## src/rtl/gpio_bank.sv

```systemverilog
// gpio_bank: GPIO peripheral for the MicroBlaze MCS I/O bus. Inputs are
// synchronised and debounced. Outputs support full writes and per-bit
// set/clear. Debounced edges raise a maskable, W1C-latched interrupt.
module gpio_bank #(
    parameter int               N_IN            = 8,
    parameter int               N_OUT           = 8,
    parameter int               DEBOUNCE_CYCLES = 16,
    parameter logic [N_OUT-1:0] OUT_RESET       = '0
) (
    input  logic             clk_fpga,
    input  logic             reset,
    input  logic             io_addr_strobe,
    input  logic             io_read_strobe,
    input  logic             io_write_strobe,
    input  logic [31:0]      io_address,
    input  logic [31:0]      io_write_data,
    output logic [31:0]      io_read_data,
    output logic             io_ready,
    input  logic [N_IN-1:0]  switchs,
    output logic [N_OUT-1:0] leds,
    output logic             irq
);
    localparam int            CW       = $clog2(DEBOUNCE_CYCLES + 1);
    localparam logic [CW-1:0] CNT_LAST = CW'(DEBOUNCE_CYCLES - 1);

    // Register select, taken from io_address[4:2].
    typedef enum logic [2:0] {
        A_OUT  = 3'd0,
        A_IN   = 3'd1,
        A_RISE = 3'd2,
        A_FALL = 3'd3,
        A_STAT = 3'd4,
        A_SET  = 3'd5,
        A_CLR  = 3'd6,
        A_NONE = 3'd7
    } reg_sel_e;

    logic [N_IN-1:0]  r_sync1;
    logic [N_IN-1:0]  r_sync2;
    logic [N_IN-1:0]  r_stable;
    logic [N_IN-1:0]  r_prev;
    logic [CW-1:0]    r_cnt [N_IN];
    logic [N_IN-1:0]  r_rise_en;
    logic [N_IN-1:0]  r_fall_en;
    logic [N_IN-1:0]  r_status;
    logic [N_OUT-1:0] r_out;
    logic             r_ready;
    logic [31:0]      r_rdata;

    reg_sel_e         w_sel;
    logic             w_wr;
    logic             w_rd;
    logic [N_IN-1:0]  w_wdata_in;
    logic [N_OUT-1:0] w_wdata_out;
    logic [N_IN-1:0]  w_w1c;
    logic [N_IN-1:0]  w_events;
    logic [31:0]      w_rdata;
    logic             w_unused;

    assign w_sel       = reg_sel_e'(io_address[4:2]);
    // A strobe carrying both qualifiers is a write.
    assign w_wr        = io_addr_strobe & io_write_strobe;
    assign w_rd        = io_addr_strobe & io_read_strobe & ~io_write_strobe;
    assign w_wdata_in  = io_write_data[N_IN-1:0];
    assign w_wdata_out = io_write_data[N_OUT-1:0];
    // Address bits outside [4:2] and data bits above the channel width are don't-care.
    assign w_unused    = ^{io_address[31:5], io_address[1:0], io_write_data};

    // Input path: 2-flop synchroniser, then per-bit debounce into r_stable.
    always_ff @(posedge clk_fpga) begin
        // NOTE: sequential state uses non-blocking assignments so every flop samples pre-edge values.
        if (!reset) begin
            r_sync1  <= '0;
            r_sync2  <= '0;
            r_stable <= '0;
            r_prev   <= '0;
            // NOTE: r_cnt is an array of ordinary flops, not a RAM, so it can be reset like any register.
            for (int i = 0; i < N_IN; i++) r_cnt[i] <= '0;
        end else begin
            r_sync1 <= switchs;
            r_sync2 <= r_sync1;
            r_prev  <= r_stable;
            for (int i = 0; i < N_IN; i++) begin
                if (r_sync2[i] == r_stable[i]) begin
                    r_cnt[i] <= '0;
                end else if (r_cnt[i] == CNT_LAST) begin
                    // This is the DEBOUNCE_CYCLES-th differing cycle: accept the new level.
                    r_stable[i] <= r_sync2[i];
                    r_cnt[i]    <= '0;
                end else begin
                    r_cnt[i] <= r_cnt[i] + CW'(1);
                end
            end
        end
    end

    // Enabled edges of the debounced value, seen one cycle after r_stable moves.
    assign w_events = (r_stable & ~r_prev & r_rise_en) | (~r_stable & r_prev & r_fall_en);
    assign w_w1c    = (w_wr && w_sel == A_STAT) ? w_wdata_in : '0;

    // Status latch: W1C clears, a coincident edge event wins over the clear.
    always_ff @(posedge clk_fpga) begin
        if (!reset) r_status <= '0;
        else        r_status <= (r_status & ~w_w1c) | w_events;
    end

    // Writable control registers: OUT (with set/clear aliases) and edge enables.
    always_ff @(posedge clk_fpga) begin
        if (!reset) begin
            r_out     <= OUT_RESET;
            r_rise_en <= '0;
            r_fall_en <= '0;
        end else if (w_wr) begin
            case (w_sel)
                A_OUT:   r_out     <= w_wdata_out;
                A_SET:   r_out     <= r_out | w_wdata_out;
                A_CLR:   r_out     <= r_out & ~w_wdata_out;
                A_RISE:  r_rise_en <= w_wdata_in;
                A_FALL:  r_fall_en <= w_wdata_in;
                default: ;
            endcase
        end
    end

    // Read mux; write-only and unmapped addresses return zero.
    always_comb begin
        // NOTE: default assigned first so no path through this block can infer a latch.
        w_rdata = '0;
        if (w_rd) begin
            case (w_sel)
                A_OUT:   w_rdata = 32'(r_out);
                A_IN:    w_rdata = 32'(r_stable);
                A_RISE:  w_rdata = 32'(r_rise_en);
                A_FALL:  w_rdata = 32'(r_fall_en);
                A_STAT:  w_rdata = 32'(r_status);
                default: w_rdata = '0;
            endcase
        end
    end

    // Bus response: every strobe completes with zero wait states on the next cycle.
    always_ff @(posedge clk_fpga) begin
        if (!reset) begin
            r_ready <= 1'b0;
            r_rdata <= '0;
        end else begin
            r_ready <= io_addr_strobe;
            r_rdata <= w_rdata;
        end
    end

    // Gating with reset aborts an access whose completion cycle falls inside reset.
    assign io_ready     = r_ready & reset;
    assign io_read_data = io_ready ? r_rdata : '0;
    assign leds         = r_out;
    assign irq          = |r_status;
endmodule

```

## config.mk

```make
export PLATFORM = sky130hd
export DESIGN_NAME = gpio_bank
export DESIGN_NICKNAME = d
export VERILOG_FILES = /design/src/rtl/gpio_bank.sv
export SDC_FILE = /design/constraint.sdc
export NUM_CORES = 1
export LEC_CHECK = 0
export ABC_AREA = 1
export BUFFER_PORTS_ARGS = -buffer_cell sky130_fd_sc_hd__buf_2
export CAP_MARGIN = 0
export CORE_MARGIN = 5
export CORE_UTILIZATION = 49
export DETAILED_ROUTE_END_ITERATION = 10
export GPL_TIMING_DRIVEN = 0
export PLACE_DENSITY = 0.86
export SLEW_MARGIN = 20
export SYNTH_ARGS = -nofsm -noshare
export SYNTH_HDL_FRONTEND = slang
export SYNTH_SLANG_ARGS = --single-unit
```

## constraint.sdc

```tcl
create_clock -name clk_fpga -period 1.6 [get_ports clk_fpga]
set_input_delay 0.32 -clock clk_fpga [delete_from_list [all_inputs] [get_ports clk_fpga]]
set_output_delay 0.32 -clock clk_fpga [all_outputs]
set_load 0.05 [all_outputs]
```

==> results by group <==
Run status
  • Status: finished with violations
  • Failing checks: setup timing

Clocking
  • CTS Buffer Depth: 2
  • CTS tree: yes
  • H-tree lvl count: 4
  • Worst-Skew Late Latency: 0.52 ns
  • Clock root buffer: clkbuf_8
  • CTS Buf Count: 17
  • Reg clk slew, reported paths: 0.05 ns
  • CTS Sinks: 113

Logic synthesis
  • Post-synth EDFFs: 40
  • Post-synth ARST share: 0%
  • Top FF cell, synth: dfxtp_1
  • Avg Inst Size Synth: 8.08 um^2
  • Ys Warns: 0
  • Mapped Area: 5320 um^2
  • Largest area contributor in the netlist: dfxtp_1
  • Sequential area share after synthesis: 50.1%
  • Mapped Cells: 658
  • Unique masters post-synth: 31
  • Top-area cell type share of the netlist area: a little over a quarter
  • Synth top area cells: dfxtp_1, edfxtp_1, nand2_1
  • Flops & latches, synth: 113

Routing
  • Drt first pass iters: 5
  • WL/cell: roughly 13 um
  • Detail Route Antenna Nets: 0
  • Routed wire length: 13.1 mm
  • Via count: a little under 5,000
  • Remaining DRCs: 0
  • Via density: 4.96
  • Drt initial violations: 391

Layout
  • ANT cells: 0
  • Max FFs per register: 40
  • FF+latch area: roughly 2700 um^2
  • Area Overhead vs Synth: 36.0%
  • Nets@finish: 919
  • Final core occ: 67.3%
  • Largest reg by FF count: r_cnt
  • Layout Cells excl Fill: 979
  • Layout cell share with drive strength beyond 1: 28.2%
  • Multi-input logic area: 2580 um^2
  • Fill cells: 815

Global route
  • Vias in the first global route: 4,611
  • Pin count of the biggest net entering global routing: 17
  • Gr ovfl total: 0
  • Initial antenna violation count: 0
  • GR Util All Layers: 19.3%
  • First-pass GRT wire length: ~20 mm

Worst setup path
  • Flop-to-flop setup slack: -0.06 ns
  • CP max FO: 2
  • Cells along the critical path: nor4_2, nand3_1, buf_6
  • Crit. End Element: output pin
  • Slowest Stage Delay on Critical Path: 0.32 ns
  • RR Startpoint: r_cnt[1][11]
  • Critical Path AT: 1.42 ns
  • CP Class: reg -> out
  • Worst path required time: 1.28 ns
  • Crit path launch type: flop
  • CP max-delay cell: dfxtp_2
  • Worst r2r path cells: 8
  • Reg2reg end: r_cnt[1][10]

Worst hold path
  • HP Start: switchs[6]
  • Hold depth: 3
  • Worst Hold Path EP: r_sync1[6]
  • Hold crit path type: in -> reg

STA
  • RSZ-0062 raised after global routing: yes
  • Period utilization: 108%
  • Final Critical Period: 1.74 ns
  • Rel. slew slack: 52.1%
  • Max Clock Freq: 576 MHz
  • Worst slew pin tran: between 0.7 and 0.8 ns
  • Final setup vio count: 20
  • Final Hold Viols: 0
  • Final WS setup: -0.135 ns
  • Clk_skew: 0.00919 ns
  • Slew Viols, Final: 0

Pwr
  • Leak pwr: about 3.2 nW
  • Worst IR Drop VDD: 0.779 mV
  • Pwr/cell area: 1000 nW/um^2
  • Total power: 0.00726 W

Floorplanning
  • CORE AREA: approximately 11,000 um^2
  • Num rows: 38
  • Die W: roughly 110 um
  • Starting Density: 49.5%
  • Die H: around 110 um
  • Die ar.: roughly 13,000 um^2
  • # IOs: 119

Placed design
  • Placed Cells: 899
  • Placer congestion estimate: between 0.8 and 0.9
  • DP HPWL: roughly 8 mm
  • IO Port Bufs: 39

Job
  • Maxcap violations: 0
-- cell type report --
| type | instances | share of cell area, % |
|---|---|---|
| Multi-Input combinational cell | 468 | 35.7 |
| Clock inverter | 12 | 1.63 |
| Timing Repair Buffer | 87 | 8.81 |
| Sequential cell | 113 | 36.9 |
| Tap cell | 140 | 2.42 |
| Inverter | 104 | 5.40 |
| Clock buffer | 20 | 5.88 |
| Buffer | 35 | 3.31 |
-- worst max-delay path by stage --
stage	start	end	slack [ns]	depth (start not counted)
detailed placement	reset	io_read_data[4]	-0.28	5
CTS	r_status[0]	irq	-0.17	3
finish	r_status[0]	irq	-0.14	3
floorplan	reset	io_read_data[0]	-0.12	3
global placement	reset	io_read_data[4]	-0.26	5
global route	r_status[0]	irq	-0.19	3
-- cells in the final DEF (no fill, tap or decap), types with 2 or more instances in the layout --
master,Yosys,layout
a21boi_0,3,3
a21oi_1,57,45
a21oi_2,0,12
buf_2,2,31
buf_4,28,70
buf_6,0,9
bufinv_16,0,2
clkbuf_1,5,7
clkbuf_16,0,16
clkinv_1,1,2
clkinv_2,0,6
clkinvlp_4,0,2
conb_1,2,64
dfxtp_1,73,71
dlygate4sd3_1,0,6
edfxtp_1,40,40
ha_2,0,15
inv_1,100,99
inv_2,3,4
nand2_1,119,110
nand2_2,4,12
nand3_1,38,38
nand3_2,2,2
nand4_1,8,8
nor2_1,82,50
nor2_2,1,23
nor2_4,3,13
nor3_2,1,3
nor3b_1,8,3
nor3b_2,0,5
o211ai_1,14,14
o21ai_0,34,33
o21ai_1,7,7
-- what timing repair did --
item                                    4_1_cts  5_1_grt
pin swaps                                    15       25
endpoints found under the setup margin       41       49
hold buffers                                  6        0
buffers inserted                             26       16
endpoints found under the hold margin         6        0
gates resized for setup                      56       63
gates cloned                                  0        1
-- cells in the mapped netlist (7+ instances only) --
master,number
a21oi_1,57
buf_4,28
dfxtp_1,73
edfxtp_1,40
ha_1,16
inv_1,100
nand2_1,119
nand3_1,38
nand4_1,8
nor2_1,82
nor3b_1,8
o211ai_1,14
o21ai_0,34
o21ai_1,7
-- per-stage QoR --
| step | setup WS [ns] | TNS [ns] | hold WS (ns) | cell area [um^2] |
|---|---|---|---|---|
| 4_1_cts | -0.170 | -0.250 | 0.00174 | 6890 |
| 2_1_floorplan | -0.119 | -0.955 | 0.390 | 5550 |
| 6_report | -0.135 | -0.661 | 0.00364 | 7230 |
| 3_5_place_dp | -0.275 | -4.28 | 0.398 | 5920 |
| 5_1_grt | -0.193 | -3.08 | 0.0192 | 7230 |
| 3_3_place_gp | -0.264 | -3.14 | 0.397 | 5920 |
-- power breakdown --
| group | internal (W) | total (W) | leakage [nW] | switching (W) |
|---|---|---|---|---|
| sequential | 0.00306 | 0.00312 | 1.01 | 0.0000586 |
| combinational | 0.000216 | 0.000666 | 1.96 | 0.000450 |
| clock | 0.00219 | 0.00348 | 0.266 | 0.00129 |
| total | 0.00546 | 0.00726 | 3.24 | 0.00180 |
-- per-layer routing --
layer	routed length, um	up-vias	share of wire [%]	GRT usage [%]
met5	0	-	0	0
met4	206	0	1.6	7.84
met3	973	26	7.4	5.50
met2	7150	170	55	34.5
met1	4790	2255	36	21.4
li1	-	2400	-	-
-- critical path: cells and delay by family (launching register included) --
kind	cells	cell delay, ns
buffers and inverters	1	0.18
AND/OR/NAND/NOR	2	0.40
flip-flops	1	0.32
-- cells by family after synthesis --
family,share of synthesized area [%]
AO/OA/AOI/OAI,12.2
adder cells (fa/ha/maj),3.76
buffers and inverters,11.9
flip-flops,50.1
other,0.141
AND/OR/NAND/NOR,21.9
No activity file was read; power rests on OpenSTA's default activity.
